--- config.mk ---
export PLATFORM = sky130hd
export DESIGN_NAME = dcache_refill_ctrl
export DESIGN_NICKNAME = d
export VERILOG_FILES = /design/src/rtl/dcache_refill_ctrl.sv
export SDC_FILE = /design/constraint.sdc
export NUM_CORES = 1
export LEC_CHECK = 0
export CORE_UTILIZATION = 34
export DETAILED_ROUTE_END_ITERATION = 6
export GPL_ROUTABILITY_DRIVEN = 0
export HOLD_SLACK_MARGIN = 0.12
export MAX_ROUTING_LAYER = met4
export PLACE_DENSITY = 0.74
export SYNTH_ARGS = -nofsm -noshare
export SYNTH_HDL_FRONTEND = slang
export SYNTH_SLANG_ARGS = --single-unit
--- constraint.sdc ---
create_clock -name clk_i -period 1.65 [get_ports clk_i]
set_input_delay 0.495 -clock clk_i [delete_from_list [all_inputs] [get_ports clk_i]]
set_output_delay 0.495 -clock clk_i [all_outputs]
set_load 0.02 [all_outputs]
--- src/rtl/dcache_refill_ctrl.sv ---
// dcache_refill_ctrl: data-cache line refill controller.
// Accepts one miss, issues a single AXI INCR read burst for the line-aligned
// address, assembles the R beats into a line (beat 0 in the least-significant
// lane) and presents the line to the cache write stage over valid/ready.
// Optional feature: define DCACHE_REFILL_RLAST_CHECK_EN to flag RLAST
// positions that disagree with the beat count on proto_err_o.
module dcache_refill_ctrl #(
    parameter int DATA_W = 8,
    parameter int BEATS  = 2,
    parameter int ADDR_W = 32,
    localparam int LINE_W = BEATS * DATA_W,
    localparam int OFF_W  = $clog2(LINE_W / 8)
) (
    input  logic              clk_i,
    input  logic              rst_ni,
    input  logic              miss_valid_i,
    output logic              miss_ready_o,
    input  logic [ADDR_W-1:0] miss_addr_i,
    output logic              ar_valid_o,
    input  logic              ar_ready_i,
    output logic [ADDR_W-1:0] ar_addr_o,
    output logic [7:0]        ar_len_o,
    input  logic              r_valid_i,
    output logic              r_ready_o,
    input  logic [DATA_W-1:0] r_data_i,
    input  logic [1:0]        r_resp_i,
    input  logic              r_last_i,
    output logic              line_valid_o,
    input  logic              line_ready_i,
    output logic [LINE_W-1:0] line_data_o,
    output logic [ADDR_W-1:0] line_addr_o,
    output logic              line_err_o,
    output logic              proto_err_o
);

    localparam int CNT_W = $clog2(BEATS);
    localparam logic [CNT_W-1:0] LAST_CNT = CNT_W'(BEATS - 1);

    typedef enum logic [1:0] {IDLE, ADDR, DATA, OUT} state_e;

    state_e            state_q;
    logic [CNT_W-1:0]  cnt_q;
    logic [ADDR_W-1:0] addr_q;
    logic [ADDR_W-1:0] addr_d;
    logic [LINE_W-1:0] line_q;
    logic              err_q;
    logic              beat_w;
    logic              last_w;
    logic              unused_w;

    // Line-aligned form of the incoming miss address.
    assign addr_d = {miss_addr_i[ADDR_W-1:OFF_W], {OFF_W{1'b0}}};
    assign beat_w = (state_q == DATA) && r_valid_i;
    assign last_w = (cnt_q == LAST_CNT);

    // Refill sequencing: latch miss, issue AR, collect beats, hand off line.
    always_ff @(posedge clk_i or negedge rst_ni) begin
        if (!rst_ni) begin
            state_q <= IDLE;
            cnt_q   <= '0;
            addr_q  <= '0;
            line_q  <= '0;
            err_q   <= 1'b0;
        end else begin
            case (state_q)
                IDLE: begin
                    if (miss_valid_i) begin
                        addr_q  <= addr_d;
                        cnt_q   <= '0;
                        err_q   <= 1'b0;
                        state_q <= ADDR;
                    end
                end
                ADDR: begin
                    if (ar_ready_i) begin
                        state_q <= DATA;
                    end
                end
                DATA: begin
                    if (r_valid_i) begin
                        line_q[int'(cnt_q) * DATA_W +: DATA_W] <= r_data_i;
                        err_q <= err_q | r_resp_i[1];
                        cnt_q <= cnt_q + 1'b1;
                        // Termination is by beat count; RLAST never ends the burst.
                        if (last_w) begin
                            state_q <= OUT;
                        end
                    end
                end
                OUT: begin
                    if (line_ready_i) begin
                        state_q <= IDLE;
                    end
                end
                default: state_q <= IDLE;
            endcase
        end
    end

    assign miss_ready_o = (state_q == IDLE);
    assign ar_valid_o   = (state_q == ADDR);
    assign r_ready_o    = (state_q == DATA);
    assign line_valid_o = (state_q == OUT);
    assign ar_addr_o    = addr_q;
    assign ar_len_o     = 8'(BEATS - 1);
    assign line_addr_o  = addr_q;
    assign line_data_o  = line_q;
    assign line_err_o   = err_q;

`ifdef DCACHE_REFILL_RLAST_CHECK_EN
    logic proto_q;

    // One-cycle pulse when an accepted beat's RLAST disagrees with its position.
    always_ff @(posedge clk_i or negedge rst_ni) begin
        if (!rst_ni) begin
            proto_q <= 1'b0;
        end else begin
            proto_q <= beat_w && (r_last_i != last_w);
        end
    end

    assign proto_err_o = proto_q;
    assign unused_w    = ^{r_resp_i[0], miss_addr_i[OFF_W-1:0]};
`else
    assign proto_err_o = 1'b0;
    assign unused_w    = ^{r_resp_i[0], miss_addr_i[OFF_W-1:0], r_last_i, beat_w};
`endif

endmodule

==> results by group, run 1 <==
Outcome
  • Status: finished, violations left
  • Failing checks: negative setup slack

Pwr
  • IR Drop Worst-Case VDD: ~1000 uV
  • Clock Power Share: 12.9%
  • Internal Power: between 0.004 and 0.005 W
  • Cell area power density: 2070 nW/um2
  • Sequential Power Share: between 20% and 30%
  • Combinational Power Share: 58.2%
  • Sw frac: 40.2%
  • LEAKAGE: 1.78 nW
  • Sw power: 0.00314 W

Routing
  • DRT iter0 DRCs: 23
  • Met3 wire length: between 300 and 400 um
  • DR vias: ~1700
  • Average wire per standard cell: 13.7 um
  • Uppermost layer routed: met4
  • DR pass1 iterations: 4
  • Vias/cell: approximately 4.5
  • Metal-1 WL: between 1500 and 2000 um
  • DRT antenna net count: 0
  • WL met2: between 2000 and 3000 um
  • DRC: 0
  • Wirelength, routed: 5080 um

Clock network
  • # H-tree levels: 2
  • Clock-pin transition on the worst setup and hold timing paths: 90 ps
  • Worst-Skew Late Latency: 300 ps
  • CTS tree: built
  • Clock buffer depth: 2
  • Clock buffer count from CTS: 5
  • # clock sinks: 51
  • Root Buffer: clkbuf_8

Yosys
  • Post-synthesis cell type count: 21
  • Area contributors post-synth: dfrtp_1 (54%), mux2_2 (22%), buf_4 (13%)
  • FF+latch count, synth: between 50 and 60
  • Syn_area_per_cell: roughly 14 um2
  • Syn Inst Count: 173
  • Synth warn: 0
  • Post-synthesis sequential area ratio: 54.0%
  • Netlist Area Pre-Place: 2360 um2
  • Largest area contributor in the netlist: dfrtp_1
  • Share of the synthesized area in the top cell type: 54.0%

Die
  • Num ports: around 140
  • Die width: 85.4 um
  • Core area: 6760 um2
  • Row cnt: 30
  • Die Y: roughly 85 um
  • Die area: about 7300 um2
  • Initial core utilization: 35.0%

Placement
  • Cells after DPL: around 360
  • PortBufs: roughly 130
  • Pre-CTS WS: -289 ps
  • Hpwl dp: 3610 um

Worst setup path
  • Slowest stage delay, CP: 400 ps
  • Crit-path cells: buf_6 -> ha_4 -> buf_6 -> a2111oi_4 -> mux2_4
  • Crit path max fanout: 7
  • Worst Path Required: 1840 ps
  • Startpoint types: flop
  • CP max stage cell: dfrtp_1
  • Type of element capturing the critical path: flop
  • Critical path type: flop to flop
  • Worst EP arrival: between 1500 and 2000 ps
  • Most frequent cell on the critical path: buf_6

Timing
  • Max-slew violations: 0
  • Final Hold Viols: 0
  • Final number of setup-violating endpoints: 1
  • Fmax: 0.601 GHz
  • RSZ-0062 raised after global routing: true
  • Final min period: 1660 ps
  • Final WS setup: -14.6 ps
  • Tcrit/Tclk final: 101%
  • Clock skew: 2.58 ps

Layout
  • Share of cells above drive strength 1: 31.3%
  • Non-Filler Instances: 371
  • Nets: 344
  • Finished Core Util: 55.7%
  • Filler cell count: 605
  • Diode count: 0
  • Most frequent cells in the layout: dlygate4sd2_1 (79), dfrtp_1 (51), mux2_2 (47), clkdlybuf4s50_1 (44), buf_4 (12)
  • Area growth syn-to-layout: 59.2%
  • Commonest non-fill, non-tap cell in the layout: dlygate4sd2_1

GRT
  • Largest net degree at the start of global routing: 52
  • Total track usage: roughly 14%
  • Vias in the first global route: roughly 1700
  • First-pass GRT wire length: 7980 um
  • Initial antenna violation count: 0
  • Final global-route overflow total: 0

Job
  • Max_cap viols: 0

Hold path
  • Worst min path class: input port to async pin
==> per-stage QoR <==
stage          power, W  TNS [ps]  cell area, um2  hold slack [ps]
5_1_grt         0.00829      -155            3760              176
3_5_place_dp    0.00725     -9670            3570              492
3_3_place_gp    0.00714     -9510            3570              487
2_1_floorplan   0.00527     -11.8            2400              199
4_1_cts         0.00764     -39.6            3660              180
6_report        0.00781     -14.6            3760              176
==> sequential cells by signal, indices dropped and copies added, names as in the netlist <==
name,count
cnt_q,1
line_data_o,16
ar_addr_o,31
line_err_o,1
state_q,2
==> what timing repair did <==
| action | CTS | global route |
|---|---|---|
| setup endpoints to repair | 85 | 24 |
| gates cloned | 0 | 1 |
| resized for setup | 110 | 10 |
| pin swaps | 1 | 2 |
| endpoints found under the hold margin | 0 | 0 |
| hold buffers | 0 | 0 |
| setup buffers | 2 | 4 |
==> worst max-delay path: cells and delay by family, from the launching register on <==
| kind | cells | cell delay [ps] |
|---|---|---|
| mux | 1 | 330 |
| flops | 1 | 400 |
| buf+inv | 2 | 270 |
| compound gates | 1 | 400 |
| fa+ha+maj | 1 | 150 |
==> synth_stat cells <==
library cell and instances:
nand3_1 1, buf_2 4, nor2b_1 3, inv_1 2, ha_1 5, a22o_1 1
or3_1 1, a21oi_1 1, a31oi_1 1, buf_4 42, nand2_1 2, o21ai_0 2
a2111oi_4 1, o32a_1 1, nand3b_1 1, mux2_1 1, nor2_1 1, mux2_2 47
dfrtp_1 51, nand2b_1 3, conb_1 2
==> worst paths after layout <==
check | cells after the start | slack [ps] | start | to
max | 5 | -10 | state_q[1]$_DFFE_PN0P_ | state_q[1]$_DFFE_PN0P_
min | 2 | 180 | rst_ni | ar_addr_o[6]$_DFFE_PN0P_
max in group asynchronous | 2 | 1250 | rst_ni | ar_addr_o[23]$_DFFE_PN0P_
max reg2reg | 5 | -10 | state_q[1]$_DFFE_PN0P_ | state_q[1]$_DFFE_PN0P_
min reg2reg | 1 | 500 | line_data_o[3]$_DFFE_PN0P_ | line_data_o[3]$_DFFE_PN0P_
min in group clk_i | 1 | 500 | line_data_o[3]$_DFFE_PN0P_ | line_data_o[3]$_DFFE_PN0P_
==> layout make-up <==
cell class	count	area (um2)	share of cell area (%)
inverter	2	7.51	0.199
timing repair buffer	147	1390	36.8
clock buffer	5	68.8	1.83
sequential	51	1280	33.9
multi-input combinational	83	858	22.8
clock inverter	3	67.6	1.80
tap	80	100	2.66
==> per-layer routing <==
metal / GRT usage (%) / up-vias
met5: - / -
met4: 3.48 / 0
met3: 3.40 / 2
met2: 26.6 / 73
met1: 15.0 / 827
li1: - / 769
==> logic make-up (layout without fill, tap and decap cells) <==
| logic type | count (synthesis) | after routing | synth area share (%) |
|---|---|---|---|
| buf+inv | 48 | 157 | 14.5 |
| simple gates | 12 | 12 | 2.86 |
| flops | 51 | 51 | 54.0 |
| fa+ha+maj | 5 | 5 | 2.65 |
| other cells | 2 | 11 | 0.318 |
| compound gates | 7 | 7 | 2.86 |
| mux | 48 | 48 | 22.9 |
==> power groups by stage <==
| stage | Sequential, W | Clock [W] | Combinational (W) |
|---|---|---|---|
| after floorplan | 0.00302 | 0 | 0.00225 |
| after global placement | 0.00228 | 0 | 0.00486 |
| after detailed placement | 0.00233 | 0 | 0.00492 |
| after CTS | 0.00227 | 0.00104 | 0.00433 |
| after global routing | 0.00236 | 0.00111 | 0.00482 |
| final | 0.00226 | 0.00101 | 0.00454 |
(Power assumes the default switching activity.)
==> run 2, diff against run 1 <==
Settings changed: PLACE_DENSITY 0.74 to unset, PLACE_DENSITY_LB_ADDON set to 0.12.
==> results by group, run 2 (synthesis gave the netlist of run 1 again) <==
Layout
  • Commonest non-fill, non-tap cell in the layout: dlygate4sd2_1
  • Area of the multi-input gates: 856 um2 (-0.29%)
  • Reg area: 1280 um2 (unchanged)
  • Nets: 340 (-1.2%)
  • Diode count: 0 (unchanged)
  • Area growth syn-to-layout: 55.9%
  • Finished Core Util: 54.6% (-1.1 points)
  • Most frequent cells in the layout: dlygate4sd2_1 (79), dfrtp_1 (51), mux2_2 (47), clkdlybuf4s50_1 (44), conb_1 (11)
  • Filler cell count: 633 (+4.6%)
  • Share of cells above drive strength 1: 30.0% (-1.3 points)
  • Max reg flops: 31 (unchanged)

Die
  • Die area: 7290 um2 (unchanged)
  • Die Y: 85.4 um (unchanged)
  • Initial core utilization: 35.0% (unchanged)
  • Row cnt: 30 (unchanged)
  • Core area: 6760 um2 (unchanged)
  • Die width: 85.4 um (unchanged)
  • Num ports: 143 (unchanged)

Pwr
  • LEAKAGE: 1.74 nW (-2.3%)
  • IR Drop Worst-Case VDD: 851 uV (-17%)
  • Cell area power density: 2030 nW/um2 (-2.2%)

Worst setup path
  • Crit. Startpoint: state_q[1]$_DFFE_PN0P_
  • Slowest stage delay, CP: 410 ps (about the same)
  • CP max stage cell: dfrtp_1
  • Critical path type: flop to flop
  • Worst R2R Path Depth: 6 (+1)
  • FF-to-FF Start: state_q[1]$_DFFE_PN0P_
  • Crit path max fanout: 2 (-5)
  • Type of element capturing the critical path: flop
  • Worst EP arrival: 1900 ps (+50 ps)
  • Startpoint types: flop
  • Crit-path cells: inv_2 -> buf_6 -> ha_4 -> nor2b_4 -> a2111oi_4 -> mux2_4
  • Worst Path Required: 1840 ps (about the same)

Timing
  • Final number of setup-violating endpoints: 4 (+3)
  • Final min period: 1710 ps (+49.4 ps)
  • Final Hold Viols: 0 (unchanged)
  • Max-slew violations: 0 (unchanged)
  • Hold Slack: 178 ps (+1.50 ps)
  • Fmax: 0.583 GHz (-2.9%)
  • Tcrit/Tclk final: 104% (+3.0 points)
  • RSZ-0062 raised after global routing: true
  • Clock skew: 6.23 ps (+3.65 ps)
  • Final WS setup: -64.0 ps (-49.4 ps)

GRT
  • Total track usage: 14.1% (-0.092 points)
  • Largest net degree at the start of global routing: 33 (-37%)
  • Final global-route overflow total: 0 (unchanged)
  • First-pass GRT wire length: 7760 um (-2.8%)
  • Initial antenna violation count: 0 (unchanged)
  • Vias in the first global route: 1542 (-10%)

Routing
  • Uppermost layer routed: met4
  • Vias/cell: 4.49 (-0.42%)
  • Met3 wire length: 389 um (+23%)
  • Metal-1 WL: 2130 um (+8.1%)
  • DR pass1 iterations: 4 (unchanged)
  • DRT antenna net count: 0 (unchanged)
  • Wirelength, routed: 4920 um (-3.2%)
  • DR vias: 1646 (-1.5%)
  • Average wire per standard cell: 13.4 um (-2.2%)
  • DRC: 0 (unchanged)
  • DRT iter0 DRCs: 28 (+22%)
  • WL met2: 2370 um (-15%)

Outcome
  • Failing checks: negative setup slack
  • Status: finished, violations left

Clock network
  • Worst-Skew Late Latency: 290 ps (about the same)
  • # clock sinks: 51 (unchanged)
  • CTS tree: built
  • Clock-pin transition on the worst setup and hold timing paths: 90 ps (about the same)
  • Root Buffer: clkbuf_8
  • Clock buffer count from CTS: 5 (unchanged)
  • # H-tree levels: 2 (unchanged)
  • Clock buffer depth: 2 (unchanged)

Hold path
  • Worst min path class: input port to async pin

Job
  • Max_cap viols: 0 (unchanged)

Placement
  • Hpwl dp: 3760 um (+4.0%)
  • PortBufs: 128 (unchanged)
[run 2: changes by cell type in the layout (fill, tap and decap cells not counted)]
cell	change
buf_6	+3
buf_4	-6
nand2_2	-1
nand2_1	+1
clkbuf_8	+1
clkbuf_16	-1
bufinv_16	-2
clkinv_4	+1
[run 2: worst max-delay path: cells and delay by family, from the launching register on]
family / cells / cell delay [ps]
compound gates: 1 / 380
fa+ha+maj: 1 / 150
buf+inv: 2 / 200
flops: 1 / 410
mux: 1 / 330
simple gates: 1 / 130
[run 2: final cells by class]
cell class | count | share of cell area, %
timing repair buffer | 143 | 36.6
sequential | 51 | 34.6
multi-input combinational | 83 | 23.2
tap | 80 | 2.71
clock buffer | 6 | 2.24
clock inverter | 2 | 0.441
inverter | 2 | 0.204
[run 2: what timing repair did]
| item | in CTS | in global routing |
|---|---|---|
| cloned | 0 | 0 |
| gates resized for setup | 111 | 12 |
| endpoints found under the setup margin | 85 | 37 |
| pin swaps | 1 | 6 |
| setup buffers | 2 | 2 |
| hold buffers | 0 | 0 |
[run 2: final timing paths]
| check | to | slack [ps] |
|---|---|---|
| setup / recovery | state_q[1]$_DFFE_PN0P_ | -60 |
| hold reg to reg | line_data_o[14]$_DFFE_PN0P_ | 510 |
| max in group asynchronous | ar_addr_o[13]$_DFFE_PN0P_ | 1180 |
| hold / removal | ar_addr_o[26]$_DFFE_PN0P_ | 180 |
| setup reg to reg | state_q[1]$_DFFE_PN0P_ | -60 |
| min in group clk_i | line_data_o[14]$_DFFE_PN0P_ | 510 |
[run 2: report_power, final]
part / internal, W / switching (W)
combinational: 0.00213 / 0.00234
clock: 0.000343 / 0.000401
sequential: 0.00188 / 0.000381
[run 2: per-layer routing]
layer / vias up / track usage (%)
li1: 761 / -
met1: 796 / 17.2
met2: 87 / 23.2
met3: 2 / 3.89
met4: 0 / 3.64
met5: - / -
[run 2: metrics by stage]
| stage | setup TNS (ps) | area, um2 | setup slack, ps | total power (W) | std cells |
|---|---|---|---|---|---|
| floorplan | -11.8 | 2400 | -11.8 | 0.00527 | 182 |
| global placement | -9370 | 3570 | -274 | 0.00718 | 356 |
| detailed placement | -9820 | 3570 | -293 | 0.00726 | 356 |
| CTS | -338 | 3630 | -109 | 0.00742 | 366 |
| global route | -436 | 3690 | -114 | 0.00794 | 367 |
| finish | -138 | 3690 | -64.0 | 0.00748 | 367 |
==> run 3, diff against run 2 <==
Settings changed: SLEW_MARGIN set to 40.
==> results of run 3 <==
No change in the layout: final DEF, timing and power equal those of run 2.
